## src/rtl/mano_io_unit.sv

```systemverilog
`default_nettype none
// +--------------------------------------------------------------------------+
// | Module   : mano_io_unit                                                  |
// | Purpose  : Peripheral-side I/O unit for the Mano basic computer. Holds   |
// |            INPR/OUTR, the FGI/FGO/IEN flags and the registered interrupt |
// |            request R. OUTR is shifted out on a UART tx line; a UART rx   |
// |            line is deserialised into INPR. Frame: 1 start, 8 data (LSB   |
// |            first), 1 stop; each bit lasts CLKS_PER_BIT clocks.           |
// | Ports    : clk, rst_n            clock / async active-low reset          |
// |            inp_rd_i, inpr_o, fgi_o   INP handshake and input register    |
// |            out_wr_i, ac_low_i, fgo_o OUT handshake and CPU data          |
// |            ien_set_i, ien_clr_i, int_ack_i, ien_o, int_req_o  interrupt  |
// |            ovr_o, ferr_o         sticky overrun / framing-error pulse    |
// |            rx_i, tx_o            serial lines, idle high                 |
// | Revision : 1.0  initial release                                          |
// +--------------------------------------------------------------------------+
module mano_io_unit #(
  parameter int CLKS_PER_BIT = 16,  // even, >= 4
  parameter int DATA_W       = 8    // fixed at 8 for Mano compatibility
) (
  input  logic              clk,
  input  logic              rst_n,
  input  logic              inp_rd_i,
  output logic [DATA_W-1:0] inpr_o,
  output logic              fgi_o,
  input  logic              out_wr_i,
  input  logic [DATA_W-1:0] ac_low_i,
  output logic              fgo_o,
  input  logic              ien_set_i,
  input  logic              ien_clr_i,
  input  logic              int_ack_i,
  output logic              ien_o,
  output logic              int_req_o,
  output logic              ovr_o,
  output logic              ferr_o,
  input  logic              rx_i,
  output logic              tx_o
);

  localparam int CNT_W = $clog2(CLKS_PER_BIT);
  localparam int BIT_W = $clog2(DATA_W);

  localparam logic [CNT_W-1:0] C_BIT_LAST  = CNT_W'(CLKS_PER_BIT - 1);
  localparam logic [CNT_W-1:0] C_HALF_LAST = CNT_W'(CLKS_PER_BIT / 2 - 1);
  localparam logic [BIT_W-1:0] C_DATA_LAST = BIT_W'(DATA_W - 1);

  localparam logic [1:0] S_IDLE  = 2'd0;
  localparam logic [1:0] S_START = 2'd1;
  localparam logic [1:0] S_DATA  = 2'd2;
  localparam logic [1:0] S_STOP  = 2'd3;

  // ------------------------------------------------------------------------
  // Transmitter
  // ------------------------------------------------------------------------
  logic [1:0]        tx_state_q, tx_state_d;
  logic [CNT_W-1:0]  tx_cnt_q,   tx_cnt_d;
  logic [BIT_W-1:0]  tx_bit_q,   tx_bit_d;
  logic [DATA_W-1:0] outr_q,     outr_d;
  logic              fgo_q,      fgo_d;

  always_ff @(posedge clk or negedge rst_n) begin
    if (!rst_n) begin
      tx_state_q <= S_IDLE;
      tx_cnt_q   <= '0;
      tx_bit_q   <= '0;
      outr_q     <= '0;
      fgo_q      <= 1'b1;
    end else begin
      tx_state_q <= tx_state_d;
      tx_cnt_q   <= tx_cnt_d;
      tx_bit_q   <= tx_bit_d;
      outr_q     <= outr_d;
      fgo_q      <= fgo_d;
    end
  end

  always_comb begin
    tx_state_d = tx_state_q;
    tx_cnt_d   = tx_cnt_q;
    tx_bit_d   = tx_bit_q;
    outr_d     = outr_q;
    fgo_d      = fgo_q;
    case (tx_state_q)
      S_IDLE: begin
        // fgo is only ever high in IDLE, so an OUT while busy is dropped here.
        if (out_wr_i && fgo_q) begin
          outr_d     = ac_low_i;
          fgo_d      = 1'b0;
          tx_cnt_d   = '0;
          tx_state_d = S_START;
        end
      end
      S_START: begin
        if (tx_cnt_q == C_BIT_LAST) begin
          tx_cnt_d   = '0;
          tx_bit_d   = '0;
          tx_state_d = S_DATA;
        end else begin
          tx_cnt_d = tx_cnt_q + 1'b1;
        end
      end
      S_DATA: begin
        if (tx_cnt_q == C_BIT_LAST) begin
          tx_cnt_d = '0;
          if (tx_bit_q == C_DATA_LAST) begin
            tx_state_d = S_STOP;
          end else begin
            tx_bit_d = tx_bit_q + 1'b1;
          end
        end else begin
          tx_cnt_d = tx_cnt_q + 1'b1;
        end
      end
      S_STOP: begin
        if (tx_cnt_q == C_BIT_LAST) begin
          fgo_d      = 1'b1;
          tx_state_d = S_IDLE;
        end else begin
          tx_cnt_d = tx_cnt_q + 1'b1;
        end
      end
      default: tx_state_d = S_IDLE;
    endcase
  end

  // Line level is a pure decode of registered state, so it follows the
  // state register without extra latency and returns high on reset.
  always_comb begin
    tx_o = 1'b1;
    case (tx_state_q)
      S_START: tx_o = 1'b0;
      S_DATA:  tx_o = outr_q[tx_bit_q];
      default: tx_o = 1'b1;
    endcase
  end

  // ------------------------------------------------------------------------
  // Receiver
  // ------------------------------------------------------------------------
  logic              rx_s1_q, rx_s2_q, rx_prev_q;
  logic [1:0]        rx_state_q, rx_state_d;
  logic [CNT_W-1:0]  rx_cnt_q,   rx_cnt_d;
  logic [BIT_W-1:0]  rx_bit_q,   rx_bit_d;
  logic [DATA_W-1:0] rx_shift_q, rx_shift_d;
  logic              rx_fall;
  logic              rx_good;
  logic              rx_bad;

  // rx_prev_q is the previous synchronised level; a falling edge therefore
  // needs the line to have been seen high first, which is what re-arms the
  // receiver after a frame whose stop bit was low.
  assign rx_fall = rx_prev_q & ~rx_s2_q;

  always_ff @(posedge clk or negedge rst_n) begin
    if (!rst_n) begin
      rx_s1_q    <= 1'b1;
      rx_s2_q    <= 1'b1;
      rx_prev_q  <= 1'b1;
      rx_state_q <= S_IDLE;
      rx_cnt_q   <= '0;
      rx_bit_q   <= '0;
      rx_shift_q <= '0;
    end else begin
      rx_s1_q    <= rx_i;
      rx_s2_q    <= rx_s1_q;
      rx_prev_q  <= rx_s2_q;
      rx_state_q <= rx_state_d;
      rx_cnt_q   <= rx_cnt_d;
      rx_bit_q   <= rx_bit_d;
      rx_shift_q <= rx_shift_d;
    end
  end

  always_comb begin
    rx_state_d = rx_state_q;
    rx_cnt_d   = rx_cnt_q;
    rx_bit_d   = rx_bit_q;
    rx_shift_d = rx_shift_q;
    case (rx_state_q)
      S_IDLE: begin
        if (rx_fall) begin
          rx_cnt_d   = '0;
          rx_state_d = S_START;
        end
      end
      S_START: begin
        // Half-bit check: a line already back high is a glitch, not a start.
        if (rx_cnt_q == C_HALF_LAST) begin
          rx_cnt_d   = '0;
          rx_bit_d   = '0;
          rx_state_d = rx_s2_q ? S_IDLE : S_DATA;
        end else begin
          rx_cnt_d = rx_cnt_q + 1'b1;
        end
      end
      S_DATA: begin
        // From the start-bit midpoint, a full bit time lands on each data
        // bit's midpoint. LSB arrives first, so shift in from the top.
        if (rx_cnt_q == C_BIT_LAST) begin
          rx_cnt_d   = '0;
          rx_shift_d = {rx_s2_q, rx_shift_q[DATA_W-1:1]};
          if (rx_bit_q == C_DATA_LAST) begin
            rx_state_d = S_STOP;
          end else begin
            rx_bit_d = rx_bit_q + 1'b1;
          end
        end else begin
          rx_cnt_d = rx_cnt_q + 1'b1;
        end
      end
      S_STOP: begin
        if (rx_cnt_q == C_BIT_LAST) begin
          rx_state_d = S_IDLE;
        end else begin
          rx_cnt_d = rx_cnt_q + 1'b1;
        end
      end
      default: rx_state_d = S_IDLE;
    endcase
  end

  // Frame-completion strobes, asserted on the stop-bit sample cycle.
  always_comb begin
    rx_good = 1'b0;
    rx_bad  = 1'b0;
    if (rx_state_q == S_STOP && rx_cnt_q == C_BIT_LAST) begin
      rx_good = rx_s2_q;
      rx_bad  = ~rx_s2_q;
    end
  end

  // ------------------------------------------------------------------------
  // CPU-visible flags
  // ------------------------------------------------------------------------
  logic [DATA_W-1:0] inpr_q, inpr_d;
  logic              fgi_q,  fgi_d;
  logic              ovr_q,  ovr_d;
  logic              ferr_q, ferr_d;
  logic              ien_q,  ien_d;
  logic              ireq_q, ireq_d;

  always_ff @(posedge clk or negedge rst_n) begin
    if (!rst_n) begin
      inpr_q <= '0;
      fgi_q  <= 1'b0;
      ovr_q  <= 1'b0;
      ferr_q <= 1'b0;
      ien_q  <= 1'b0;
      ireq_q <= 1'b0;
    end else begin
      inpr_q <= inpr_d;
      fgi_q  <= fgi_d;
      ovr_q  <= ovr_d;
      ferr_q <= ferr_d;
      ien_q  <= ien_d;
      ireq_q <= ireq_d;
    end
  end

  always_comb begin
    inpr_d = inpr_q;
    fgi_d  = fgi_q;
    ovr_d  = ovr_q;
    if (inp_rd_i) begin
      fgi_d = 1'b0;
      ovr_d = 1'b0;
    end
    // A byte landing on the same edge as INP is the next unread byte, not
    // an overrun: the CPU consumed the previous one on this very edge.
    if (rx_good) begin
      inpr_d = rx_shift_q;
      fgi_d  = 1'b1;
      if (fgi_q && !inp_rd_i) begin
        ovr_d = 1'b1;
      end
    end
    ferr_d = rx_bad;

    ien_d = ien_q;
    if (ien_clr_i || int_ack_i) begin
      ien_d = 1'b0;
    end else if (ien_set_i) begin
      ien_d = 1'b1;
    end

    // Built from current flag registers, so R lags flag changes by a cycle.
    ireq_d = ien_q & (fgi_q | fgo_q);
  end

  assign inpr_o    = inpr_q;
  assign fgi_o     = fgi_q;
  assign fgo_o     = fgo_q;
  assign ien_o     = ien_q;
  assign int_req_o = ireq_q;
  assign ovr_o     = ovr_q;
  assign ferr_o    = ferr_q;

endmodule
`default_nettype wire
```

## config.mk

```make
export PLATFORM = sky130hd
export DESIGN_NAME = mano_io_unit
export DESIGN_NICKNAME = d
export VERILOG_FILES = /design/src/rtl/mano_io_unit.sv
export SDC_FILE = /design/constraint.sdc
export NUM_CORES = 1
export LEC_CHECK = 0
export CORE_MARGIN = 2
export CORE_UTILIZATION = 47
export DETAILED_ROUTE_END_ITERATION = 6
export PLACE_DENSITY = 0.74
export SYNTH_ARGS = -nofsm -noshare
export SYNTH_HDL_FRONTEND = slang
export SYNTH_SLANG_ARGS = --single-unit
```

## constraint.sdc

```tcl
create_clock -name clk -period 2 [get_ports clk]
set_input_delay 0.2 -clock clk [delete_from_list [all_inputs] [get_ports clk]]
set_output_delay 0.2 -clock clk [all_outputs]
set_load 0.05 [all_outputs]
```

# --- Word-level counts from Yosys, hierarchy flattened ---
# Cells that the tools add are included.
totals:
  reg_bits: 51
  in_bits: 16
classes:
  add_sub_neg: 4
  n_lt_le_gt_ge: 1
  n_eq_ne: 25
  n_mux: 45
  bitwise: 4
  n_reduce_logical: 22
ops:
  columns: ["operator", "count"]
  rows:
  - ["$mux W4", 7]
  - ["$ne A2 B2 Y1 const B", 14]
  - ["$mux W2", 11]
  - ["$mux W3", 6]
  - ["$pmux W2 S4", 2]
  - ["$pmux W4 S4", 1]
  - ["$mux W1", 12]
  - ["$pmux W3 S2", 2]
  - ["$pmux W4 S3", 1]
  - ["$reduce_and A5 Y1", 2]
  - ["$reduce_bool A2 Y1", 5]
  - ["$add A4 B1 Y4 const B", 2]
  - ["$eq A2 B2 Y1 const B", 4]
  - ["$eq A4 B4 Y1 const B", 2]
  - ["$reduce_and A2 Y1", 4]
  - ["$reduce_and A4 Y1", 2]
  - ["$add A3 B1 Y3 const B", 2]
  - ["$eq A3 B3 Y1 const B", 2]
  - ["$eq A2 B1 Y1 const B", 2]
  - ["$eq A4 B3 Y1 const B", 1]
  - ["$logic_not A2 Y1", 2]
  - ["$lt A3 B4 Y1 const B", 1]
  - ["$pmux W1 S2", 2]
  - ["$bmux W1 S3", 1]
  - ["8 further kinds", 11]

# --- Longest topological paths before layout ---
logic_depth:
  ltp_word: 4
  mapped_depth: 7

# --- Worst setup path after synthesis ---
# No wires, ideal clock.
synth_path:
  kind: "register to output"
  from: "register tx_state_q[0]"
  to: "output tx_o"
  arrival_ns: 1.761
  required_ns: 1.800
  slack_ns: 0.039
  stages_incl_launch_ff: 6
  path_buffers: 1
  cell_sequence: "dfrtp_1 > inv_1 > ha_1 > clkbuf_1 > o31ai_1 > o22ai_1"
synth_between:
  elab_chain_cells: 2
  elab_cells_between_ends: 3
  cone_classes: "2 x eq/ne; 1 x mux"
synth_lines:
  columns: ["element", "line", "text"]
  rows:
  - ["from (decl)", "55", "logic [1:0] tx_state_q, tx_state_d;"]
  - ["from (signal assigned)", "69", "tx_state_q <= tx_state_d;"]
  - ["$eq A2 B2 Y1 / $eq A2 B1 Y1 (equally long branches)", "130", "case (tx_state_q)"]
  - ["$pmux W1 S2 *", "130", null]
  - ["to (decl)", "37", "output logic tx_o"]
# Every way passes the cells marked *; elsewhere a longest branch is shown, timed or not.

# --- Worst setup path in the final report ---
layout_path:
  from: "register fgo_q, in the netlist fgo_o"
  to: "output fgo_o"
layout_lines:
  columns: ["element", "line", "text"]
  rows:
  - ["from (decl)", "59", "logic fgo_q, fgo_d;"]
  - ["from (signal assigned)", "73", "fgo_q <= fgo_d;"]
  - ["to (decl)", "28", "output logic fgo_o,"]
# No word-level cell between the ends.

==> results.yml <==
outcome:
  status: "finished, final reports clean"
critical_path:
  r2r-end: "tx_state_q[1]$_DFFE_PN0P_"
  r2r_start: "tx_state_q[0]$_DFFE_PN0P_"
  criticalPathCategory: "flop to primary output"
  critPathMaxStageDelay_ns: 0.82
  cp_num_cells: 1
  slowest_stage: "clkdlybuf4s50_1"
  end_kind: "primary output"
  rrSetupSlack_ns: 0.22
  arrival_ns: 1.72
  critical_path_buf_inv_count: 1
  cp.required_ns: 1.80
  reg2reg_depth: 6
  cp-start-kind: "flop"
  cp_top_family: "buffers and inverters"
  path_cells: "clkdlybuf4s50_1"
  critPathMaxFanout: 6
sta:
  finalCritPeriodShare: 0.962
  skew_ns: 0.00972
  hold_ws_ns: 0.294
  relSlewSlack: 0.656
  setup_viol: 0
  fmax_mhz: 520
  rsz0062_at_grt: "no"
  final_max_slew_viol_count: 0
  fin_setup_tns_ns: 0
  fin_crit_ns: 1.92
  hold_violations: 0
  worstMarginPinSlew_ns: 0.515
routing:
  wl_per_cell_um: 13.5
  via_per_inst: 5.32
  ant_nets: 0
  drt-total-wl_mm: 4.18
  dr.pass1.iters: 4
  vias: 1643
  drc: 0
  drt_iter0_drc: 112
power_and_ir_drop:
  ir_drop_mv: 0.762
  leakage_nw: 1.33
  pwr_density_cell_nw_per_um2: 1200
  power_mw: 3.53
finish:
  multiInputGateArea_sq_um: 1060
  finalInstanceArea_sq_um: 2940
  fillers: 423
  num_antenna_cells: 0
  stdcell_count: 309
  final-seq-area_sq_um: 1280
  layout-area-overhead-vs-synth_pct: 21.4
  fin_nets: 265
  drive_gt1_frac: 0.222
die:
  placementRows: 26
  ioPinCount: 31
  core_area_sq_um: 5040
  dieHeight_um: 75.8
  die_w_um: 75.8
  die_area_sq_um: 5740
  start_util: 0.480
min_path:
  min_from: "rx_i"
  min_path_type: "input port to flop"
  hold_end: "rx_s1_q$_DFF_PN1_"
  hold_depth: 1
logic_synthesis:
  seq_area_frac_synth: 0.529
  synthTopCellsByArea: "dfrtp_1 49%, mux2_2 13%, ha_1 5.7%"
  synth_common_cells: "47 x dfrtp_1, 28 x mux2_2, 15 x a21oi_1"
  syn_nets: 231
  synth_top_area_share: 0.486
  synth_edf_count: 0
  yosysMostFrequentCell: "dfrtp_1"
  syn_inst: 204
  synth_seq_cells: 51
  postSynthAreaPerCell_sq_um: 11.9
  async_flop_share: 1.00
  yosysUniqueCellTypes: 41
  mappedNetlistArea_sq_um: 2420
  synth_flop_cell: "dfrtp_1"
  synth_top_area_cell: "dfrtp_1"
  yosysWarnings: 0
cts:
  cts_tree: "done"
  clk_pin_slew_ns: 0.09
  cts_sinks: 51
  cts-root-buf: "clkbuf_8"
  postCtsSetupBuffers: 0
  cts-htree-levels: 2
  clk-insertion-delay-late_ns: 0.31
  cts_buffers: 5
  cts_buffer_depth: 2
grt:
  met3_usage: 0.0317
  grt_max_degree: 24
  grt_pass1_vias: 1545
  antenna_found_initial: 0
  overflow: 0
  use_met2: 0.257
  grt_pass1_wl_mm: 6.99
  gr-max-usage-layer: "met2"
  grt.total_usage: 0.162
  met1_usage: 0.220
place:
  port_buffers: 30
  dpl.cell_count: 300
  dpl.hpwl_mm: 3.10
  place_congestion: 0.835
  postPlaceCellArea_sq_um: 2790
flow_run:
  maxCapViolations: 0
==> state kept, by name (all words and copies together), names as in the netlist, 2 cells and up, named ones only <==
register,count
inpr_o,8
outr_q,8
rx_shift_q,8
rx_cnt_q,4
tx_cnt_q,4
rx_bit_q,3
tx_bit_q,3
tx_state_q,2
==> how the worst max path moves through the flow <==
stage / start / endpoint / slack [ns]
final: fgo_o$_DFFE_PN1P_ / fgo_o / 0.08
after global placement: tx_state_q[0]$_DFFE_PN0P_ / tx_state_q[1]$_DFFE_PN0P_ / 0.27
after detailed placement: tx_state_q[0]$_DFFE_PN0P_ / tx_state_q[1]$_DFFE_PN0P_ / 0.24
after floorplan: tx_state_q[0]$_DFFE_PN0P_ / tx_o / 0.04
after global routing: tx_bit_q[0]$_DFFE_PN0P_ / tx_o / 0.03
after CTS: tx_bit_q[0]$_DFFE_PN0P_ / tx_o / 0.04
==> area by class of cell <==
type | instances | share of cell area
Clock buffer | 5 | 0.0234
Clock inverter | 3 | 0.0230
Inverter | 8 | 0.0102
Multi-Input combinational cell | 138 | 0.362
Sequential cell | 51 | 0.437
Tap cell | 70 | 0.0298
Timing Repair Buffer | 34 | 0.115
==> power breakdown <==
group          switching [mW]  leakage (nW)  internal, mW
clock                   0.347        0.0644         0.499
sequential              0.238         0.660          1.26
combinational           0.611         0.607         0.569
==> layer usage <==
metal,vias to the layer above,part of all wire
met1,810,0.47
met2,25,0.49
met5,-,0
met4,0,0.018
met3,6,0.023
li1,802,-
==> cells in the final DEF (no fill, tap or decap), drive strengths merged, types with 7 or more instances in the layout <==
cell type | Yosys | final
inv | 8 | 8
o21ai | 8 | 8
a21oi | 15 | 15
ha | 11 | 11
mux2 | 28 | 28
nor3 | 7 | 7
dfrtp | 47 | 47
clkdlybuf4s50 | 0 | 28
nand3 | 9 | 9
nor2 | 12 | 12
nand2 | 9 | 9
==> timing repair <==
action,CTS,global route
hold endpoints to repair,19,0
gates resized for setup,0,2
setup endpoints to repair,0,1
hold buffers,1,0
==> logic make-up after synthesis <==
family	synth area share
AO/OA/AOI/OAI	0.126
XOR/XNOR	0.00362
adder cells (fa/ha/maj)	0.0569
buffers and inverters	0.0321
flip-flops	0.529
multiplexers	0.143
AND/OR/NAND/NOR	0.110
==> metrics by stage <==
stage          setup WS [ns]  utilization
2_1_floorplan         0.0388            -
3_3_place_gp           0.272        0.553
3_5_place_dp           0.243        0.553
4_1_cts               0.0442        0.582
5_1_grt               0.0259        0.583
6_report              0.0761        0.583
Note: power is estimated with default switching activity, not from simulation.
